**src/rtl/fast_adder_4bit_pkg.sv**
```systemverilog
// Default sizing shared by the fast adder and its lookahead group.
// WIDTH must be a whole multiple of GROUP.
package fast_adder_4bit_pkg;
    localparam int DEFAULT_WIDTH = 4;
    localparam int DEFAULT_GROUP = 4;
endpackage

```
**src/rtl/fast_adder_4bit_cla_group.sv**
```systemverilog
// One carry-lookahead group: all in-group carries come straight from g/p and cin,
// plus the group generate/propagate used by the next lookahead level.
module cla_group
    import fast_adder_4bit_pkg::*;
#(
    parameter int GROUP = DEFAULT_GROUP
) (
    input  logic [GROUP-1:0] a,
    input  logic [GROUP-1:0] b,
    input  logic             cin,
    output logic [GROUP-1:0] sum,
    output logic             group_g,
    output logic             group_p
);

    logic [GROUP-1:0] g;
    logic [GROUP-1:0] p;
    logic [GROUP-1:0] c;
    logic             term_c;
    logic             term_g;

    assign g = a & b;
    assign p = a ^ b;

    // Kept apart from the carry block so group_g/group_p never appear to depend on cin.
    always_comb begin
        group_g = 1'b0;
        term_g  = 1'b0;
        for (int k = 0; k < GROUP; k++) begin
            term_g = g[k];
            for (int m = k + 1; m < GROUP; m++) begin
                term_g = term_g & p[m];
            end
            group_g = group_g | term_g;
        end
        group_p = &p;
    end

    // c[i] = (cin & p[0..i-1]) | OR over k<i of (g[k] & p[k+1..i-1]): a flat sum of products.
    always_comb begin
        c      = '0;
        term_c = 1'b0;
        for (int i = 0; i < GROUP; i++) begin
            term_c = cin;
            for (int m = 0; m < i; m++) begin
                term_c = term_c & p[m];
            end
            c[i] = term_c;
            for (int k = 0; k < i; k++) begin
                term_c = g[k];
                for (int m = k + 1; m < i; m++) begin
                    term_c = term_c & p[m];
                end
                c[i] = c[i] | term_c;
            end
        end
        sum = p ^ c;
    end

endmodule

```
**src/rtl/fast_adder_4bit.sv**
```systemverilog
// Unsigned carry-lookahead adder: combinational sum/cout from a and b, plus a
// one-cycle registered copy qualified by a valid flag.
module fast_adder_4bit
    import fast_adder_4bit_pkg::*;
#(
    parameter int WIDTH = DEFAULT_WIDTH,
    parameter int GROUP = DEFAULT_GROUP
) (
    input  logic             clk,
    input  logic             rst_n,
    input  logic             in_valid,
    input  logic [WIDTH-1:0] a,
    input  logic [WIDTH-1:0] b,
    output logic [WIDTH-1:0] sum,
    output logic             cout,
    output logic [WIDTH-1:0] sum_q,
    output logic             cout_q,
    output logic             out_valid
);

    localparam int NG = WIDTH / GROUP;
    // The adder has no carry-in; it stays in the equations so every group carry has the same form.
    localparam logic CIN = 1'b0;

    logic [NG-1:0] grp_g;
    logic [NG-1:0] grp_p;
    logic [NG:0]   grp_c;
    logic          term;

    for (genvar gi = 0; gi < NG; gi++) begin : g_grp
        cla_group #(.GROUP(GROUP)) u_grp (
            .a       (a[gi*GROUP +: GROUP]),
            .b       (b[gi*GROUP +: GROUP]),
            .cin     (grp_c[gi]),
            .sum     (sum[gi*GROUP +: GROUP]),
            .group_g (grp_g[gi]),
            .group_p (grp_p[gi])
        );
    end

    // Second-level lookahead: each group carry-in straight from the group G/P terms.
    always_comb begin
        grp_c = '0;
        term  = 1'b0;
        for (int j = 0; j <= NG; j++) begin
            term = CIN;
            for (int m = 0; m < j; m++) begin
                term = term & grp_p[m];
            end
            grp_c[j] = term;
            for (int k = 0; k < j; k++) begin
                term = grp_g[k];
                for (int m = k + 1; m < j; m++) begin
                    term = term & grp_p[m];
                end
                grp_c[j] = grp_c[j] | term;
            end
        end
    end

    assign cout = grp_c[NG];

    // in_valid is a one-way strobe with no ready: each high cycle captures a result that
    // appears on sum_q/cout_q with out_valid high exactly one cycle later; sum_q holds otherwise.
    always_ff @(posedge clk) begin
        if (!rst_n) begin
            sum_q     <= '0;
            cout_q    <= 1'b0;
            out_valid <= 1'b0;
        end else begin
            out_valid <= in_valid;
            if (in_valid) begin
                sum_q  <= sum;
                cout_q <= cout;
            end
        end
    end

endmodule

```
**config.mk**
```make
export PLATFORM = sky130hd
export DESIGN_NAME = fast_adder_4bit
export DESIGN_NICKNAME = d
export VERILOG_FILES = /design/src/rtl/fast_adder_4bit_pkg.sv /design/src/rtl/fast_adder_4bit_cla_group.sv /design/src/rtl/fast_adder_4bit.sv
export SDC_FILE = /design/constraint.sdc
export NUM_CORES = 1
export LEC_CHECK = 0
export CORE_AREA = 10 10 47 49
export DETAILED_ROUTE_END_ITERATION = 8
export DIE_AREA = 0 0 57 59
export PLACE_DENSITY = 0.66
export SETUP_SLACK_MARGIN = 0.5
export SKIP_LAST_GASP = 1
export SLEW_MARGIN = 10
export SYNTH_ARGS = -nofsm -noshare
export SYNTH_HDL_FRONTEND = slang
export SYNTH_HIERARCHICAL = 1
export SYNTH_SLANG_ARGS = --single-unit
export TNS_END_PERCENT = 10
```
**constraint.sdc**
```tcl
create_clock -name clk -period 3 [get_ports clk]
set_input_delay 0.9 -clock clk [delete_from_list [all_inputs] [get_ports clk]]
set_output_delay 0.9 -clock clk [all_outputs]
set_load 0.02 [all_outputs]
```
==> Yosys cells after proc, flatten, opt, wreduce, memory -nomap -nowiden <==
Cells that the tools add are included.
{ "word_totals": {"wordCells": 18, "regBits": 6, "inputBits": 11} }
{ "op_classes": {"bitwise_logic": 15} }
{ "ops": {"columns": ["operator", "n"], "rows": [
  ["$xor 4x4->4", 2],
  ["$and 1x1->1", 6],
  ["$or 1x1->1", 6],
  ["$and 4x4->4", 1]
]} }

==> Longest topological paths before layout <==
Gate-level depths: netlist of the first run.
{ "logic_depth": {"depth_word": 7, "mapped_depth": 7} }

==> Modules after synthesis <==
The synthesis of the first run kept the hierarchy.
{ "by_module_without_submodules": {"columns": ["mod", "area_per_inst_um2", "cells_each", "instances"], "rows": [
  ["fast_adder_4bit", 224.0, 19, 1],
  ["cla_group", 165.2, 19, 1]
]} }

==> Worst setup path before layout of the first run <==
Ideal clock, no wire load.
{ "synth_timing": {"path_kind": "input-to-output", "from": "in a[1]", "to": "out cout", "required_time_ps": 2100, "arrival_time_ps": 1845, "stages": 3, "path_buffers": 0, "path_slack_ps": 255, "cell_sequence": "ha_1 > a21oi_1 > o21ai_0"} }
{ "synth_between": {"elab_chain_cells": 7, "elab_cells_between_ends": 10, "cone_classes": "10 x bitwise"} }
{ "synth_rtl": {"columns": ["item", "line_no", "rtl"], "rows": [
  ["start, declared", "fast_adder_4bit.sv:12", "input logic [WIDTH-1:0] a,"],
  ["$xor 4x4->4", "fast_adder_4bit_cla_group.sv:23", "assign p = a ^ b;"],
  ["$and 1x1->1 (3 in series)", "fast_adder_4bit_cla_group.sv:32", "term_g = term_g & p[m];"],
  ["$or 1x1->1 * (3 in series)", "fast_adder_4bit_cla_group.sv:34", "group_g = group_g | term_g;"],
  ["end, declared", "fast_adder_4bit.sv:15", "output logic cout,"]
]} }
Every way passes the cells marked *; elsewhere a longest branch is shown, timed or not.

==> Worst setup path after layout of the first run <==
{ "layout_timing": {"from": "in b[1]", "to": "out sum[3]"} }
{ "layout_between": {"elab_chain_cells": 6, "elab_cells_between_ends": 8, "cone_classes": "8 x bitwise"} }
{ "layout_rtl": {"columns": ["item", "line_no", "rtl"], "rows": [
  ["start, declared", "fast_adder_4bit.sv:13", "input logic [WIDTH-1:0] b,"],
  ["$xor 4x4->4", "fast_adder_4bit_cla_group.sv:23", null],
  ["$and 1x1->1 (2 in series)", "fast_adder_4bit_cla_group.sv:52", "term_c = term_c & p[m];"],
  ["$or 1x1->1 * (2 in series)", "fast_adder_4bit_cla_group.sv:54", "c[i] = c[i] | term_c;"],
  ["$xor 4x4->4 *", "fast_adder_4bit_cla_group.sv:57", "sum = p ^ c;"],
  ["end, declared", "fast_adder_4bit.sv:14", "output logic [WIDTH-1:0] sum,"]
]} }
Marked as above.

==> metrics.md, run 1 <==
| Metric | Value |
|---|---|
| Num rows | 14 |
| Reg2Reg Depth | 2 |
| Boundary pin count | 22 |
| Final hold vios | 0 |
| Initial antenna violation count | 0 |
| Max-cap viol count | 0 |
| Vias after detailed routing | 375 |
| Final cycle utilization of the critical path | 0.892 |
| Nets | 90 |
| Final ANT Viol Nets | 0 |
| Area growth syn-to-layout | 110% |
| Hold path depth | 2 |
| Max Fclk | 0.374 GHz |
| DRC | 0 |
| Worst Setup Start Kind | input port |
| Cell Area, Synth | 379 sq um |
| Peak supply drop | 167 uV |
| Final Hold Slack | 0.516 ns |
| Max FO, Critical Path | 4 |
| Maximum clock path buffer count | 2 |
| Comb pwr share | 0.508 |
| Layout Cells excl Fill | 87 |
| Switch share | 0.311 |
| GRT Residual Overflow | 0 |
| Die H | 59 um |
| Final WL | 998 um |
| Final Power | 0.330 mW |
| Via density | 4.31 |
| Clk pwr share | 0.217 |
| Vias in the first global route | 409 |
| Max Clock Skew | 0 ns |
| Power Density | 416 mW/mm^2 |
| Max Slew Vio Count | 0 |
| Die area | 0.00336 sq mm |
| Mapped Cells | 37 |
| Inserted Clock Buffers | 3 |
| Seq pwr share | 0.276 |
| Crit path time final | 2.68 ns |
| Placer Congestion | 0.676 |
| # diodes | 0 |
| Syn_area_per_cell | 10.2 sq um |
| Setup-failing EPs final | 0 |
| 1st-iter DRT viols | 0 |
| Critical path required time | 2.10 ns |
| First-pass DRT Iterations | 1 |
| Layout cells sized above 1 | 0.549 |
| CTS root buf | clkbuf_4 |
| Placed Cells incl. Taps | 79 |
| GRT Total Usage | 0.0620 |
| Leakage power | 0.345 nW |
| Clock transition at path regs | 0.04 ns |
| First-pass GRT wire length | 1650 um |
| Starting Density | 0.271 |
| Worst Hold Class | reg2reg |
| Largest net degree at the start of global routing | 7 |
| CTS Sinks | 6 |
| CTS tree | yes |
| Clock Latency Late Sink | 0.24 ns |
| Cell-internal power | 0.228 mW |
| Critical path class | in2out |
| Synth warn | 6 |
| Post-Route Utilization | 0.567 |
| Die X-Extent | 57 um |
| H-tree levels | 1 |
| Most frequent cells in the layout | buf_4, clkdlybuf4s50_1, buf_6 |
| NetSw | 0.103 mW |
| Hold_buf cts | 0 |
| IO Port Bufs | 21 |
| CORE AREA | 0.00140 sq mm |
| Wirelength per Cell | 11.5 um |
| Commonest non-fill, non-tap cell in the layout | buf_4 |
| RSZ-0062 raised after global routing | true |
| CP Capture Type | primary output |
| Status | complete, no violations |
| Hpwl dp | 809 um |
| Critical Path AT | 1.78 ns |
[sequential cells by signal, indices dropped and copies added, names as in the netlist]
name	count
sum_q	4
out_valid	1
cout_q	1
[critical path, stage by stage]
cell	delay, ns
buf_6	0.09
ha_4	0.27
o211ai_1	0.09
nand2_1	0.11
xor2_2	0.17
buf_6	0.14
[layer usage]
metal  GRT usage  vias up  share of wire
met5           0        -              0
met4      0.0604        0          0.026
met3      0.0279        2          0.076
met2      0.0884       15           0.47
met1      0.0659      167           0.43
li1            -      191              -
[layout make-up]
| cell class | count | area, sq um |
|---|---|---|
| Multi-Input combinational cell | 31 | 347 |
| Timing Repair Buffer | 31 | 285 |
| Clock buffer | 3 | 22.5 |
| Fill cell | 135 | 607 |
| Sequential cell | 6 | 120 |
| Tap cell | 16 | 20.0 |
[metrics by stage]
step           instance area, sq um  setup TNS (ns)  setup slack [ns]
2_1_floorplan                   434               0             0.463
3_3_place_gp                    691           -2.60            -0.613
3_5_place_dp                    691           -2.68            -0.645
4_1_cts                         787               0             0.299
5_1_grt                         795               0             0.260
6_report                        795               0             0.324
[power groups by stage]
| stage | Combinational [mW] | Clock [mW] | Sequential [mW] |
|---|---|---|---|
| after CTS | 0.168 | 0.0764 | 0.0911 |
| after global placement | 0.149 | 0 | 0.0923 |
| after detailed placement | 0.150 | 0 | 0.0924 |
| final | 0.168 | 0.0716 | 0.0910 |
| after floorplan | 0.0682 | 0 | 0.102 |
| after global routing | 0.181 | 0.0790 | 0.0925 |
[timing repair]
| action | 4_1_cts | 5_1_grt |
|---|---|---|
| setup endpoints to repair | 5 | 5 |
| hold endpoints to repair | 0 | 0 |
| pin swaps | 9 | 3 |
| gates resized for setup | 71 | 0 |
| buffers inserted | 4 | 1 |
[path summary, 6_finish.rpt]
kind	from	to	slack (ns)
worst min register to register	sum_q[3]	sum_q[3]	0.52
worst max register to register	sum_q[1]	sum_q[1]	2.39
worst max-delay path	b[1]	sum[3]	0.32
worst min-delay path	sum_q[3]	sum_q[3]	0.52
(Power assumes the default switching activity.)
==> run 2: changes to the inputs <==
clock period = 2.55 ns   (was 3 ns; I/O delays follow)
==> run 2 against run 1 <==
- critical path depth unchanged
- largest power group unchanged
- via count up 1.9%
- largest cell class unchanged
- highest routed layer is now met3
- register-to-register slack got worse by 0.47 ns
==> metrics.md, run 2 (same netlist as run 1, synthesis figures left out) <==
| Metric | Value |
|---|---|
| First-pass DRT Iterations | 2 (+1) |
| Worst Hold Class | reg2reg |
| Final hold vios | 0 (unchanged) |
| Final ANT Viol Nets | 0 (unchanged) |
| CP top delay family | adder cells |
| Starting Density | 0.271 (unchanged) |
| Max FO, Critical Path | 3 (-1) |
| Critical Path AT | 1.65 ns (-0.13 ns) |
| Largest net degree at the start of global routing | 7 (unchanged) |
| Layout cells sized above 1 | 0.514 (-0.0350) |
| RSZ-0062 raised after global routing | true |
| Area growth syn-to-layout | 106% |
| DP Area | 698 sq um (+1.1%) |
| Nets | 89 (-1.1%) |
| 1st-iter DRT viols | 2 (+2) |
| Hold EP | sum_q[3] |
| Worst path bufs/invs | 2 (unchanged) |
| Status | complete, no violations |
| Vias in the first global route | 425 (+3.9%) |
| CTS tree | yes |
| H-tree levels | 1 (unchanged) |
| Met3 WL | 143 um (+88%) |
| Hold path start | sum_q[3] |
| Die area | 0.00336 sq mm (unchanged) |
| Die X-Extent | 57 um (unchanged) |
| Max-cap viol count | 0 (unchanged) |
| Reg2reg setup slack | 1.92 ns (-0.47 ns) |
| Metal-1 WL | 460 um (+8.2%) |
| Max reg flops | 4 (unchanged) |
| CP Capture Type | primary output |
| Crit-path most repeated cell | buf_6 |
| Initial antenna violation count | 0 (unchanged) |
| Reg2Reg Depth | 2 (unchanged) |
| Slowest cell delay on critical path | 0.27 ns (about the same) |
| Critical-path top delay cell | ha_4 |
| Boundary pin count | 22 (unchanged) |
| Cells along the critical path | buf_6, ha_4, o211ai_1, nand2_1, xor2_2, buf_6 |
| CTS Sinks | 6 (unchanged) |
| Wirelength per Cell | 13.6 um (+19%) |
| Hold path depth | 2 (unchanged) |
| # diodes | 0 (unchanged) |
| GRT Residual Overflow | 0 (unchanged) |
| WL met2 | 567 um (+21%) |
| Setup-failing EPs final | 0 (unchanged) |
| Critical path class | in2out |
| GRT Total Usage | 0.0713 (+0.00932) |
| Placer Congestion | 0.667 (-1.3%) |
| Worst Setup Start Kind | input port |
| Via density | 4.44 (+3.1%) |
| Peak supply drop | 305 uV (+82%) |
| Top Metal Used | met3 |
| Worst r2r src | sum_q[1] |
| Num rows | 14 (unchanged) |
| Post-Route Utilization | 0.557 (-0.00982) |
| CORE AREA | 0.00140 sq mm (unchanged) |
| Hpwl dp | 906 um (+12%) |
| Reg-to-reg endpoint | sum_q[1] |
| Critical path required time | 1.79 ns (-0.31 ns) |
| Maximum clock path buffer count | 2 (unchanged) |
| Power Density | 504 mW/mm^2 (+21%) |
| Clock transition at path regs | 0.05 ns (about the same) |
| IO Port Bufs | 21 (unchanged) |
| DRC | 0 (unchanged) |
| Commonest non-fill, non-tap cell in the layout | buf_4 |
| First-pass GRT wire length | 1870 um (+13%) |
| Clock Latency Late Sink | 0.24 ns (about the same) |
| Final WL | 1170 um (+17%) |
| Final cycle utilization of the critical path | 0.949 |
| Biggest regs | sum_q: 4 flops, cout_q: 1 flops, out_valid: 1 flops |
| Max Fclk | 0.413 GHz |
| Most frequent cells in the layout | buf_4, clkdlybuf4s50_1, buf_6 |
| Biggest register | sum_q |
| Die H | 59 um (unchanged) |
| Max Slew Vio Count | 0 (unchanged) |
| Inserted Clock Buffers | 3 (unchanged) |
| CTS root buf | clkbuf_4 |
| Final-layout fill cell count | 132 (-2.2%) |
| Max Clock Skew | 0 ns (unchanged) |
| Hold_buf cts | 0 (unchanged) |
| Post-Layout Inst Area | 781 sq um (-1.7%) |
| Crit path time final | 2.42 ns |
| Vias after detailed routing | 382 (+1.9%) |
| Leakage power | 0.339 nW (-1.7%) |
[run 2: cell count changes in the layout (fill, tap and decap cells not counted), sizes merged]
cell / before / now
buf: 21 / 20
[run 2: worst min-delay path: stages (launching register included)]
cell	delay (ns)
dfxtp_1	0.32
mux2i_1	0.06
nor2b_1	0.09
[run 2: worst max path at each step]
stage / startpoint / end / cells after the start
global route: b[2] / sum[3] / 6
detailed placement: a[0] / sum[2] / 6
finish: a[2] / sum[3] / 6
global placement: a[0] / sum[2] / 6
floorplan: b[1] / sum[3] / 4
CTS: b[2] / sum[3] / 6
[run 2: stage by stage]
step | hold slack (ns) | setup WS (ns) | instances | total power, mW | setup TNS, ns
final | 0.512 | 0.130 | 86 | 0.394 | 0
after global routing | 0.559 | 0.0588 | 86 | 0.420 | 0
after CTS | 0.516 | 0.124 | 85 | 0.394 | 0
after detailed placement | 0.505 | -0.795 | 80 | 0.290 | -3.62
after global placement | 0.499 | -0.773 | 80 | 0.288 | -3.53
after floorplan | 0.589 | 0.283 | 38 | 0.200 | 0
[run 2: layer usage]
metal	global-route usage	vias up
li1	-	188
met1	0.0665	179
met2	0.118	15
met3	0.0644	0
met4	0.0101	0
met5	0	-
[run 2: cell type report]
cell class / instances / area [sq um] / area share
Sequential cell: 6 / 120 / 0.154
Tap cell: 16 / 20.0 / 0.0256
Clock buffer: 3 / 22.5 / 0.0288
Timing Repair Buffer: 30 / 278 / 0.356
Multi-Input combinational cell: 31 / 340 / 0.436
[run 2: where the power goes]
part	switching [mW]	leakage, nW	total [mW]	internal [mW]
clock network	0.0340	0.0138	0.0872	0.0532
registers	0.00452	0.0496	0.108	0.103
logic	0.0870	0.275	0.199	0.112
total	0.126	0.339	0.394	0.268
[run 2: repair_timing]
action | in CTS | in global routing
buffers inserted | 2 | 1
resized for setup | 69 | 0
pin swaps | 11 | 1
setup endpoints to repair | 7 | 5
